==> src/rtl/multicycle_ctrl_if.sv <==
// Control bundle between the multi-cycle MIPS controller and its datapath.
// master = controller side (reads IR opcode / memory ready, drives enables),
// slave  = datapath side.
interface multicycle_ctrl_if;
  logic [5:0] opcode;
  logic       mem_ready;
  logic       pc_write;
  logic       pc_write_cond;
  logic       iord;
  logic       mem_read;
  logic       mem_write;
  logic       ir_write;
  logic       mem_to_reg;
  logic       reg_dst;
  logic       reg_write;
  logic       alu_src_a;
  logic [1:0] alu_src_b;
  logic [1:0] alu_op;
  logic [1:0] pc_source;
  logic       instr_done;
  logic       illegal_op;
  logic [3:0] state;

  modport master (
    input  opcode, mem_ready,
    output pc_write, pc_write_cond, iord, mem_read, mem_write, ir_write,
           mem_to_reg, reg_dst, reg_write, alu_src_a, alu_src_b, alu_op,
           pc_source, instr_done, illegal_op, state
  );

  modport slave (
    output opcode, mem_ready,
    input  pc_write, pc_write_cond, iord, mem_read, mem_write, ir_write,
           mem_to_reg, reg_dst, reg_write, alu_src_a, alu_src_b, alu_op,
           pc_source, instr_done, illegal_op, state
  );
endinterface

==> src/rtl/multicycle_ctrl.sv <==
// Moore control FSM for a multi-cycle MIPS datapath (shared memory, single
// ALU, IR/MDR/A/B/ALUOut holding registers).
// Optional build macro MC_MEM_WAIT_EN: FETCH/MEMRD/MEMWR stall on mem_ready.
// Without it mem_ready is ignored and every memory state lasts one cycle.
module multicycle_ctrl (
  input  logic                   clk,
  input  logic                   rst,
  multicycle_ctrl_if.master      bus
);

  typedef enum logic [3:0] {
    S_FETCH  = 4'd0,
    S_DECODE = 4'd1,
    S_MEMADR = 4'd2,
    S_MEMRD  = 4'd3,
    S_MEMWB  = 4'd4,
    S_MEMWR  = 4'd5,
    S_EXEC   = 4'd6,
    S_ALUWB  = 4'd7,
    S_BRANCH = 4'd8,
    S_JUMP   = 4'd9,
    S_IMMEX  = 4'd10,
    S_IMMWB  = 4'd11
  } state_t;

  localparam logic [5:0] OP_RTYPE = 6'b000000;
  localparam logic [5:0] OP_J     = 6'b000010;
  localparam logic [5:0] OP_BEQ   = 6'b000100;
  localparam logic [5:0] OP_ADDI  = 6'b001000;
  localparam logic [5:0] OP_ADDIU = 6'b001001;
  localparam logic [5:0] OP_ANDI  = 6'b001100;
  localparam logic [5:0] OP_ORI   = 6'b001101;
  localparam logic [5:0] OP_LUI   = 6'b001111;
  localparam logic [5:0] OP_LW    = 6'b100011;
  localparam logic [5:0] OP_SW    = 6'b101011;

  typedef struct packed {
    logic       pc_write;
    logic       pc_write_cond;
    logic       iord;
    logic       mem_read;
    logic       mem_write;
    logic       ir_write;
    logic       mem_to_reg;
    logic       reg_dst;
    logic       reg_write;
    logic       alu_src_a;
    logic [1:0] alu_src_b;
    logic [1:0] alu_op;
    logic [1:0] pc_source;
    logic       instr_done;
    logic       illegal_op;
  } ctl_t;

  state_t st, nxt;
  logic   is_ori;   // IMMEX needs the ori decision after opcode stops being sampled
  logic   mem_ok;   // memory access completes this cycle
  logic   op_legal;
  ctl_t   ctl, ctl_q;

`ifdef MC_MEM_WAIT_EN
  assign mem_ok = bus.mem_ready;
`else
  logic unused_mem_ready;
  assign unused_mem_ready = bus.mem_ready;
  assign mem_ok = 1'b1;
`endif

  // Supported opcode set, consulted in DECODE only
  always_comb begin
    case (bus.opcode)
      OP_LW, OP_SW, OP_RTYPE, OP_BEQ, OP_J,
      OP_ADDI, OP_ADDIU, OP_ANDI, OP_ORI, OP_LUI: op_legal = 1'b1;
      default:                                    op_legal = 1'b0;
    endcase
  end

  // Next-state selection; unreachable codes fall back to FETCH
  always_comb begin
    nxt = S_FETCH;
    case (st)
      S_FETCH:  nxt = mem_ok ? S_DECODE : S_FETCH;
      S_DECODE: begin
        case (bus.opcode)
          OP_LW, OP_SW: nxt = S_MEMADR;
          OP_RTYPE:     nxt = S_EXEC;
          OP_BEQ:       nxt = S_BRANCH;
          OP_J:         nxt = S_JUMP;
          OP_ADDI, OP_ADDIU, OP_ANDI, OP_ORI, OP_LUI: nxt = S_IMMEX;
          default:      nxt = S_FETCH;
        endcase
      end
      S_MEMADR: nxt = (bus.opcode == OP_SW) ? S_MEMWR : S_MEMRD;
      S_MEMRD:  nxt = mem_ok ? S_MEMWB : S_MEMRD;
      S_MEMWB:  nxt = S_FETCH;
      S_MEMWR:  nxt = mem_ok ? S_FETCH : S_MEMWR;
      S_EXEC:   nxt = S_ALUWB;
      S_ALUWB:  nxt = S_FETCH;
      S_BRANCH: nxt = S_FETCH;
      S_JUMP:   nxt = S_FETCH;
      S_IMMEX:  nxt = S_IMMWB;
      S_IMMWB:  nxt = S_FETCH;
      default:  nxt = S_FETCH;
    endcase
  end

  // State register plus the ori flag captured while the opcode is in DECODE
  always_ff @(posedge clk) begin
    if (rst) begin
      st     <= S_FETCH;
      is_ori <= 1'b0;
    end else begin
      st <= nxt;
      if (st == S_DECODE)
        is_ori <= (bus.opcode == OP_ORI);
    end
  end

  // Moore decode of the datapath controls. Only mem_ready (stall qualify)
  // and, in DECODE, the opcode (illegal_op) reach the outputs directly.
  always_comb begin
    ctl = '0;
    case (st)
      S_FETCH: begin
        ctl.mem_read  = 1'b1;
        ctl.ir_write  = mem_ok;
        ctl.pc_write  = mem_ok;
        ctl.alu_src_b = 2'b01;
      end
      S_DECODE: begin
        ctl.alu_src_b  = 2'b11;
        ctl.illegal_op = ~op_legal;
      end
      S_MEMADR: begin
        ctl.alu_src_a = 1'b1;
        ctl.alu_src_b = 2'b10;
      end
      S_MEMRD: begin
        ctl.mem_read = 1'b1;
        ctl.iord     = 1'b1;
      end
      S_MEMWB: begin
        ctl.reg_write  = 1'b1;
        ctl.mem_to_reg = 1'b1;
        ctl.instr_done = 1'b1;
      end
      S_MEMWR: begin
        ctl.mem_write  = 1'b1;
        ctl.iord       = 1'b1;
        ctl.instr_done = mem_ok;
      end
      S_EXEC: begin
        ctl.alu_src_a = 1'b1;
        ctl.alu_op    = 2'b10;
      end
      S_ALUWB: begin
        ctl.reg_write  = 1'b1;
        ctl.reg_dst    = 1'b1;
        ctl.instr_done = 1'b1;
      end
      S_BRANCH: begin
        ctl.alu_src_a     = 1'b1;
        ctl.alu_op        = 2'b01;
        ctl.pc_write_cond = 1'b1;
        ctl.pc_source     = 2'b01;
        ctl.instr_done    = 1'b1;
      end
      S_JUMP: begin
        ctl.pc_write   = 1'b1;
        ctl.pc_source  = 2'b10;
        ctl.instr_done = 1'b1;
      end
      S_IMMEX: begin
        ctl.alu_src_a = 1'b1;
        ctl.alu_src_b = 2'b10;
        ctl.alu_op    = is_ori ? 2'b11 : 2'b00;
      end
      S_IMMWB: begin
        ctl.reg_write  = 1'b1;
        ctl.instr_done = 1'b1;
      end
      default: ctl = '0;
    endcase
  end

  // Everything, including pc_write/ir_write, is held low during reset
  assign ctl_q = rst ? '0 : ctl;

  assign bus.pc_write      = ctl_q.pc_write;
  assign bus.pc_write_cond = ctl_q.pc_write_cond;
  assign bus.iord          = ctl_q.iord;
  assign bus.mem_read      = ctl_q.mem_read;
  assign bus.mem_write     = ctl_q.mem_write;
  assign bus.ir_write      = ctl_q.ir_write;
  assign bus.mem_to_reg    = ctl_q.mem_to_reg;
  assign bus.reg_dst       = ctl_q.reg_dst;
  assign bus.reg_write     = ctl_q.reg_write;
  assign bus.alu_src_a     = ctl_q.alu_src_a;
  assign bus.alu_src_b     = ctl_q.alu_src_b;
  assign bus.alu_op        = ctl_q.alu_op;
  assign bus.pc_source     = ctl_q.pc_source;
  assign bus.instr_done    = ctl_q.instr_done;
  assign bus.illegal_op    = ctl_q.illegal_op;
  assign bus.state         = rst ? 4'd0 : st;

endmodule

==> src/flat_wrapper.sv <==
// flat-port wrapper written by rule: the top's interface ports become plain ports
module multicycle_ctrl_flat 
  (clk, rst, bus_opcode, bus_mem_ready, bus_pc_write, bus_pc_write_cond, bus_iord, bus_mem_read, bus_mem_write, bus_ir_write, bus_mem_to_reg, bus_reg_dst, bus_reg_write, bus_alu_src_a, bus_alu_src_b, bus_alu_op, bus_pc_source, bus_instr_done, bus_illegal_op, bus_state);
  multicycle_ctrl_if bus_i ();
  input  logic clk;
  input  logic rst;
  input wire logic [$bits(bus_i.opcode)-1:0] bus_opcode;
  input wire logic [$bits(bus_i.mem_ready)-1:0] bus_mem_ready;
  output wire logic [$bits(bus_i.pc_write)-1:0] bus_pc_write;
  output wire logic [$bits(bus_i.pc_write_cond)-1:0] bus_pc_write_cond;
  output wire logic [$bits(bus_i.iord)-1:0] bus_iord;
  output wire logic [$bits(bus_i.mem_read)-1:0] bus_mem_read;
  output wire logic [$bits(bus_i.mem_write)-1:0] bus_mem_write;
  output wire logic [$bits(bus_i.ir_write)-1:0] bus_ir_write;
  output wire logic [$bits(bus_i.mem_to_reg)-1:0] bus_mem_to_reg;
  output wire logic [$bits(bus_i.reg_dst)-1:0] bus_reg_dst;
  output wire logic [$bits(bus_i.reg_write)-1:0] bus_reg_write;
  output wire logic [$bits(bus_i.alu_src_a)-1:0] bus_alu_src_a;
  output wire logic [$bits(bus_i.alu_src_b)-1:0] bus_alu_src_b;
  output wire logic [$bits(bus_i.alu_op)-1:0] bus_alu_op;
  output wire logic [$bits(bus_i.pc_source)-1:0] bus_pc_source;
  output wire logic [$bits(bus_i.instr_done)-1:0] bus_instr_done;
  output wire logic [$bits(bus_i.illegal_op)-1:0] bus_illegal_op;
  output wire logic [$bits(bus_i.state)-1:0] bus_state;
  assign bus_i.opcode = bus_opcode;
  assign bus_i.mem_ready = bus_mem_ready;
  assign bus_pc_write = bus_i.pc_write;
  assign bus_pc_write_cond = bus_i.pc_write_cond;
  assign bus_iord = bus_i.iord;
  assign bus_mem_read = bus_i.mem_read;
  assign bus_mem_write = bus_i.mem_write;
  assign bus_ir_write = bus_i.ir_write;
  assign bus_mem_to_reg = bus_i.mem_to_reg;
  assign bus_reg_dst = bus_i.reg_dst;
  assign bus_reg_write = bus_i.reg_write;
  assign bus_alu_src_a = bus_i.alu_src_a;
  assign bus_alu_src_b = bus_i.alu_src_b;
  assign bus_alu_op = bus_i.alu_op;
  assign bus_pc_source = bus_i.pc_source;
  assign bus_instr_done = bus_i.instr_done;
  assign bus_illegal_op = bus_i.illegal_op;
  assign bus_state = bus_i.state;
  multicycle_ctrl u_core (.clk(clk), .rst(rst), .bus(bus_i));
endmodule
==> config.mk <==
export PLATFORM = sky130hd
export DESIGN_NAME = multicycle_ctrl_flat
export DESIGN_NICKNAME = d
export VERILOG_FILES = /design/src/rtl/multicycle_ctrl_if.sv /design/src/rtl/multicycle_ctrl.sv /design/src/flat_wrapper.sv
export SDC_FILE = /design/constraint.sdc
export NUM_CORES = 1
export LEC_CHECK = 0
export BUFFER_PORTS_ARGS = -buffer_cell sky130_fd_sc_hd__buf_2
export CELL_PAD_IN_SITES_DETAIL_PLACEMENT = 0
export CELL_PAD_IN_SITES_GLOBAL_PLACEMENT = 1
export CORE_MARGIN = 4
export CORE_UTILIZATION = 32
export DETAILED_ROUTE_END_ITERATION = 10
export GPL_ROUTABILITY_DRIVEN = 0
export PLACE_DENSITY = 0.93
export SLEW_MARGIN = 15
export SYNTH_ARGS = -nofsm -noshare
export SYNTH_HDL_FRONTEND = slang
export SYNTH_SLANG_ARGS = --single-unit
==> constraint.sdc <==
create_clock -name clk -period 5.15 [get_ports clk]
set_input_delay 1.03 -clock clk [delete_from_list [all_inputs] [get_ports clk]]
set_output_delay 1.03 -clock clk [all_outputs]
set_load 0.03 [all_outputs]
; ---- Yosys cells after proc, flatten, opt, wreduce, memory -nomap -nowiden
; Index checks and enable logic that the tools add are counted.
[totals]
elab_cells = 57
regBits = 5
mem_bits_ro = 0
latchBits = 0
in_bits = 9
ram_bits = 0
memories = 0
[op_classes]
mux = 22
reduce_logical = 12
add_sub_neg = 0
n_mul = 0
shift = 0
magnitude_cmp = 0
n_eq_ne = 20
bitwise_logic = 1
div = 0
[op_table]
columns = cell, n
row1 = $eq A6 B4 Y1 const B, 5
row2 = $pmux W4 S6, 1
row3 = $pmux W4 S5, 1
row4 = $mux W18, 1
row5 = $eq A4 B3 Y1 const B, 4
row6 = $eq A4 B4 Y1 const B, 4
row7 = $mux W1, 13
row8 = $eq A6 B6 Y1 const B, 2
row9 = $pmux W2 S3, 2
row10 = $reduce_or A10 Y1, 1
row11 = $reduce_or A2 Y1, 5
row12 = $eq A4 B2 Y1 const B, 2
row13 = $eq A6 B2 Y1 const B, 1
row14 = $eq A6 B3 Y1 const B, 1
row15 = $logic_not A6 Y1, 1
row16 = $reduce_or A6 Y1, 1
row17 = $reduce_or A5 Y1, 1
row18 = $eq A4 B1 Y1 const B, 1
row19 = $logic_not A4 Y1, 1
row20 = $mux W4, 1
row21 = $pmux W2 S2, 1
row22 = $reduce_or A4 Y1, 1
row23 = $mux W3, 1
row24 = $reduce_or A3 Y1, 1
row25 = other kinds (2), 2

; ---- Logic depth before layout (Yosys ltp)
; Gate-level depths: netlist of the first run.
[logic_depth]
word_depth = 6
ltp_mapped = 6
depth_no_buf = 4

; ---- Least setup slack after synthesis of the first run
; Ideal clock, no wire load.
[synth_timing]
kind = input to output
startpoint = input rst
endpoint = output bus_alu_op[1]
stages = 2
arrival_time_ns = 2.686
slack_ns = 1.434
path_buffers = 1
cell_sequence = clkbuf_1 -> a2111oi_0
[synth_between]
elab_chain_cells = 1
[synth_rtl]
columns = item, line_no
row1 = "start, declared", flat_wrapper.sv:6  ; input logic rst;
row2 = $mux W18, multicycle_ctrl.sv:187  ; assign ctl_q = rst ? '0 : ctl;
row3 = "end, declared", flat_wrapper.sv:20  ; output wire logic [$bits(bus_i.alu_op)-1:0] bus_alu_op;
; Every way passes these cells.

; ---- Worst setup path after layout of the first run
[layout_timing]
startpoint = input rst
endpoint = output bus_illegal_op
[layout_between]
elab_chain_cells = 1
[layout_rtl]
columns = item, line_no
row1 = $mux W18, multicycle_ctrl.sv:187
row2 = "end, declared", flat_wrapper.sv:23  ; output wire logic [$bits(bus_i.illegal_op)-1:0] bus_illegal_op;
; Every way passes these cells.

==> results_dict.tcl, run 1 <==
set metrics [dict create \
    hp-class "flip-flop to flip-flop" \
    grt_usage_pct 13.58 \
    p_sw_share_pct 36.87 \
    async_flop_share_pct 0 \
    path_class "input port to output pin" \
    antenna_found_initial 0 \
    worstPathArrival_ps 2280 \
    synth_top_area_share_pct 15.84 \
    grt_max_degree 19 \
    cp.required_ps 4120 \
    pwr-share-seq_pct 33.6 \
    via_count 770 \
    critPathBufInv 2 \
    clk_pin_slew_worst_paths_ps 40 \
    p_per_area_mw_per_mm2 172.6 \
    holdBufCountCts 0 \
    crit_chain "buf_2 -> or3_1 -> or2_1 -> nor3_1 -> buf_2" \
    clkPwrFrac_pct 33.1 \
    drtPass1Iterations 4 \
    rsz0062_at_grt "no" \
    root_buffer "clkbuf_4" \
    path_depth 5 \
    cp_common_cell "buf_2" \
    slew_headroom_pct 63.57 \
    critical_path.max_fanout 18 \
    drive_gt1_share_pct 30.51 \
    syn_nets 105 \
    worstMarginPinSlew_ps 545.7 \
    p_int_mw 0.08492 \
    period_share_pct 64.22 \
    min_path_cells 2 \
    start_util_pct 35.07 \
    cts_buffers 3 \
    synthCells 96 \
    cp-start-kind "input port" \
    slew_viol_final 0 \
    numPortBuffers 29 \
    power_mw 0.1345 \
    drc 0 \
    cts_max_level 1 \
    grt.met1_usage_pct 18.34 \
    synth_area_leader_cell "dfxtp_1" \
    skew_ps 4.798 \
    synth_seq_cells 5 \
    wire_per_inst_um 12.02 \
    leakagePower_nw 0.3480 \
    status "complete, no violations" \
    use_met3_pct 4.274 \
    cp-end-kind "output pin" \
    finalHoldViolCount 0 \
    syn_avg_cell_area_sq_um 6.582 \
    hpwl_mm 1.277 \
    grt.overflow.total 0 \
    rr_startpoint "u_core.st[3]$_SDFF_PP0_" \
    clockBufferDepth 2 \
    synth_ff_type "dfxtp_1" \
    ant_nets 0 \
    crit_family "simple AND/OR/NAND/NOR gates" \
    synth_warnings 0 \
    synth_edf_count 0 \
    grt_pass1_vias 675 \
    switching_power_mw 0.04959 \
    synthTopCellsByCount "nor2_1, nor3_1, a21oi_1, clkbuf_1, nand2_1" \
    cts_tree "yes" \
    min_to "u_core.is_ori$_SDFFE_PP0P_" \
    antenna_cells 0 \
    hold_start "u_core.is_ori$_SDFFE_PP0P_" \
    drv_cap 0 \
    post-cts-setup-buffer-count 0 \
    ios 31 \
    combPwrFrac_pct 33.3 \
    grt_pass1_wl_mm 2.946 \
    core-area_sq_mm 0.001802 \
    fp.dieW_um 52.44 \
    ys_seq_area_share_pct 15.84 \
    syn_to_final_growth_pct 23.37 \
    stdcell_count 143 \
    r2r-end "u_core.st[1]$_SDFF_PP0_" \
    dp_cells 139 \
    dieArea_sq_mm 0.002749 \
    cts_resized 0 \
    tns_ps 0 \
    use_met2_pct 22.31 \
    min_period_ps 3307 \
    wirelength_mm 1.719 \
    fmax_ghz 0.3024 \
    worstSkewPairLatency_ps 240 \
    syn-cell-area_sq_um 631.9 \
    regToRegSetupSlack_ps 3470 \
    finalSetupViolCount 0 \
    nets 128 \
    grt-busiest-layer "met2" \
    cts_sinks 5 \
    cpPeakStageDelay_ps 370 \
    rows 15 \
    crit_slowest_cell "or3_1" \
    ir_drop_v 0.0001337 \
    fillers 203 \
    die_y_um 52.44 \
    yosys-top-cells-area "dfxtp_1, nor3_1, nor2_1" \
    post_drt_via_cell_ratio 5.385 \
    ys_types 37 \
    drtIter0Drc 23 \
    r2r_cells 4 \
]
worst max-delay path by stage:
| stage | start | to | slack [ps] |
|---|---|---|---|
| final | rst | bus_illegal_op | 1840 |
| after global routing | rst | bus_illegal_op | 1750 |
| after CTS | rst | bus_illegal_op | 1840 |
| after detailed placement | rst | bus_illegal_op | 1860 |
| after global placement | rst | bus_illegal_op | 1850 |
| after floorplan | rst | bus_alu_op[1] | 1430 |
metal layers:
layer	routed length, um	up-vias	part of all wire (%)
met2	788	40	46
met3	185	0	11
met1	745	341	43
met4	0	0	0
li1	-	389	-
met5	0	-	0
state kept, by name (all words and copies together) (netlist names):
register and cells:
u_core.is_ori 1, u_core.st 4
power groups by stage:
| stage | Combinational, mW | Sequential [mW] | Clock, mW |
|---|---|---|---|
| after floorplan | 0.0369 | 0.0410 | 0 |
| after global placement | 0.0441 | 0.0458 | 0 |
| final | 0.0447 | 0.0452 | 0.0445 |
| after global routing | 0.0490 | 0.0456 | 0.0505 |
| after CTS | 0.0449 | 0.0451 | 0.0471 |
| after detailed placement | 0.0446 | 0.0458 | 0 |
through the flow:
step	util [%]	instance area, sq um	hold WS [ps]	setup WS [ps]
after detailed placement	41.81	753.2	542.7	1858
after floorplan	-	631.9	484.1	1434
final	43.26	779.5	545.6	1843
after global routing	43.26	779.5	584.5	1754
after CTS	43.26	779.5	554.9	1842
after global placement	41.81	753.2	524.3	1852
tightest hold or removal path: stages, from the launching register on:
cell and delay [ps]:
dfxtp_1 350, mux2i_1 80, nor2_1 70
cell type report:
cell class	instances	area, sq um	area share, %
multi-input combinational	77	465.4	59.71
clock buffer	4	26.28	3.371
tap	25	31.28	4.013
inverter	3	11.26	1.445
sequential	5	100.1	12.84
timing repair buffer	29	145.1	18.62
cell usage in the layout, fill, tap and decap left out, types with 2 or more instances in the layout:
cell	instances
nand2b_1	4
inv_1	2
a21oi_1	7
nor2b_1	3
nor3b_1	2
or3_1	2
dfxtp_1	5
nor3_1	11
xnor2_1	2
o21ai_0	3
a2111oi_0	2
nand2_1	7
nor2_1	11
buf_2	29
clkbuf_4	3
nor4_1	4
a32o_1	2
kinds of logic (layout without fill, tap and decap cells):
group / count (synthesis) / count (layout) / share of synthesized area (%)
AND/OR/NAND/NOR: 51 / 51 / 43.17
AO/OA/AOI/OAI: 21 / 21 / 23.17
XOR/XNOR: 3 / 3 / 4.159
flip-flops: 5 / 5 / 15.84
buffers and inverters: 14 / 36 / 10.50
multiplexers: 1 / 1 / 1.584
adder cells (fa/ha/maj): 1 / 1 / 1.584
Power figures use the tool's default switching activity.
==> inputs of run 2 (changes only) <==
Settings changed: CORE_UTILIZATION 32 to 26, PLACE_DENSITY 0.93 to 0.82.
Clock period 5.15 ns to 2.95 ns, I/O delays scaled along.
==> run 2 against run 1 <==
  * Via count up 0.91%
  * Count of clock-buffer cells in the layout unchanged
  * Combinational power up 79%
  * Clock skew down 3.6 ps
  * Cell count up 2.8%
  * Critical endpoint is now bus_alu_src_b[1]
  * Clock power up 77%
  * Critical path type is now flip-flop to output pin
==> results_dict.tcl, run 2 (synthesized netlist as in run 1, its figures left out) <==
set metrics [dict create \
    status "complete, no violations" \
    critical_path.max_fanout 11 \
    finalHoldViolCount 0 \
    slew_viol_final 0 \
    post_drt_via_cell_ratio 5.286 \
    drc 0 \
    antenna_found_initial 0 \
    ant_nets 0 \
    path_class "flip-flop to output pin" \
    leakagePower_nw 0.3528 \
    wirelength_mm 1.847 \
    drtIter0Drc 30 \
    core-area_sq_mm 0.002255 \
    cp-end-kind "output pin" \
    dieArea_sq_mm 0.003283 \
    worstSkewPairLatency_ps 240 \
    finalSetupViolCount 0 \
    clk_pin_slew_worst_paths_ps 40 \
    cts_buffers 3 \
    fp.dieW_um 57.30 \
    biggestRegsByFlops "u_core.st (4), u_core.is_ori (1)" \
    tns_ps 0 \
    syn_to_final_growth_pct 25.15 \
    ir_drop_v 0.00009015 \
    cts_max_level 1 \
    final_common_cell "buf_2" \
    cp.required_ps 2360 \
    cp-start-kind "flip-flop" \
    top_register "u_core.st" \
    rsz0062_at_grt "no" \
    start_util_pct 28.02 \
    skew_ps 1.246 \
    ios 31 \
    period_share_pct 83.38 \
    fmax_ghz 0.4065 \
    post-cts-setup-buffer-count 0 \
    die_y_um 57.30 \
    wire_per_inst_um 12.56 \
    cts_resized 0 \
    root_buffer "clkbuf_4" \
    min_period_ps 2460 \
    worstMarginPinSlew_ps 564.9 \
    antenna_cells 0 \
    grt_pass1_vias 669 \
    clockBufferDepth 2 \
    drtPass1Iterations 4 \
    grt_pass1_wl_mm 2.973 \
    holdBufCountCts 0 \
    hpwl_mm 1.343 \
    fillers 259 \
    drive_gt1_share_pct 31.09 \
    grt_max_degree 19 \
    nets 129 \
    final_cell_mix "buf_2, nor2_1, nor3_1, nand2_1, a21oi_1" \
    via_count 777 \
    hp-class "flip-flop to flip-flop" \
    worstPathArrival_ps 1870 \
    largest_reg_flops 4 \
    numPortBuffers 29 \
    power_mw 0.2377 \
    multi_input_area_sq_um 465.4 \
    drv_cap 0 \
    p_per_area_mw_per_mm2 300.6 \
    cts_sinks 5 \
    grt.overflow.total 0 \
    grt_usage_pct 11.18 \
    cts_tree "yes" \
    slew_headroom_pct 62.29 \
    seqCellArea_sq_um 100.1 \
    rows 17 \
]
run 2: worst paths after layout:
kind | start | to | slack (ps) | cells after the start
setup reg to reg | u_core.st[3]$_SDFF_PP0_ | u_core.st[1]$_SDFF_PP0_ | 1280 | 4
hold / removal | u_core.is_ori$_SDFFE_PP0P_ | u_core.is_ori$_SDFFE_PP0P_ | 520 | 2
hold reg to reg | u_core.is_ori$_SDFFE_PP0P_ | u_core.is_ori$_SDFFE_PP0P_ | 520 | 2
setup / recovery | u_core.st[1]$_SDFF_PP0_ | bus_alu_src_b[1] | 490 | 5
run 2: metal layers:
layer,track usage [%],vias to the layer above,share of wire [%]
li1,-,394,-
met1,14.77,344,47
met2,16.97,37,43
met3,1.584,2,9.3
met4,6.954,0,1.5
met5,0,-,0
run 2: worst max-delay path, cell delays in order (launching register included):
cell and delay (ps):
dfxtp_1 570, inv_2 150, nor2_1 420, a21oi_1 90
nor3_1 170, buf_2 230
run 2: final cells by class:
cell class,count,share of cell area [%]
well taps,28,4.430
multi-input cells,77,58.86
flip-flops and latches,5,12.66
clock buffers,4,3.323
inverters,3,1.424
repair buffers,30,19.30
run 2: where the power goes:
part | internal, mW | total [mW] | switching [mW]
clock | 0.0511 | 0.0786 | 0.0275
sequential | 0.0701 | 0.0790 | 0.00897
combinational | 0.0280 | 0.0800 | 0.0520
total | 0.149 | 0.238 | 0.0886
run 2: per-stage QoR:
stage / std cells / utilization (%) / worst slack (ps) / hold slack (ps) / area, sq um
3_3_place_gp: 143 / 33.91 / 648.3 / 510.7 / 764.5
2_1_floorplan: 96 / - / 114.5 / 484.1 / 631.9
3_5_place_dp: 143 / 33.91 / 653.7 / 509.6 / 764.5
5_1_grt: 147 / 35.07 / 377.7 / 580.0 / 790.8
4_1_cts: 147 / 35.07 / 479.7 / 523.5 / 790.8
6_report: 147 / 35.07 / 490.3 / 519.6 / 790.8
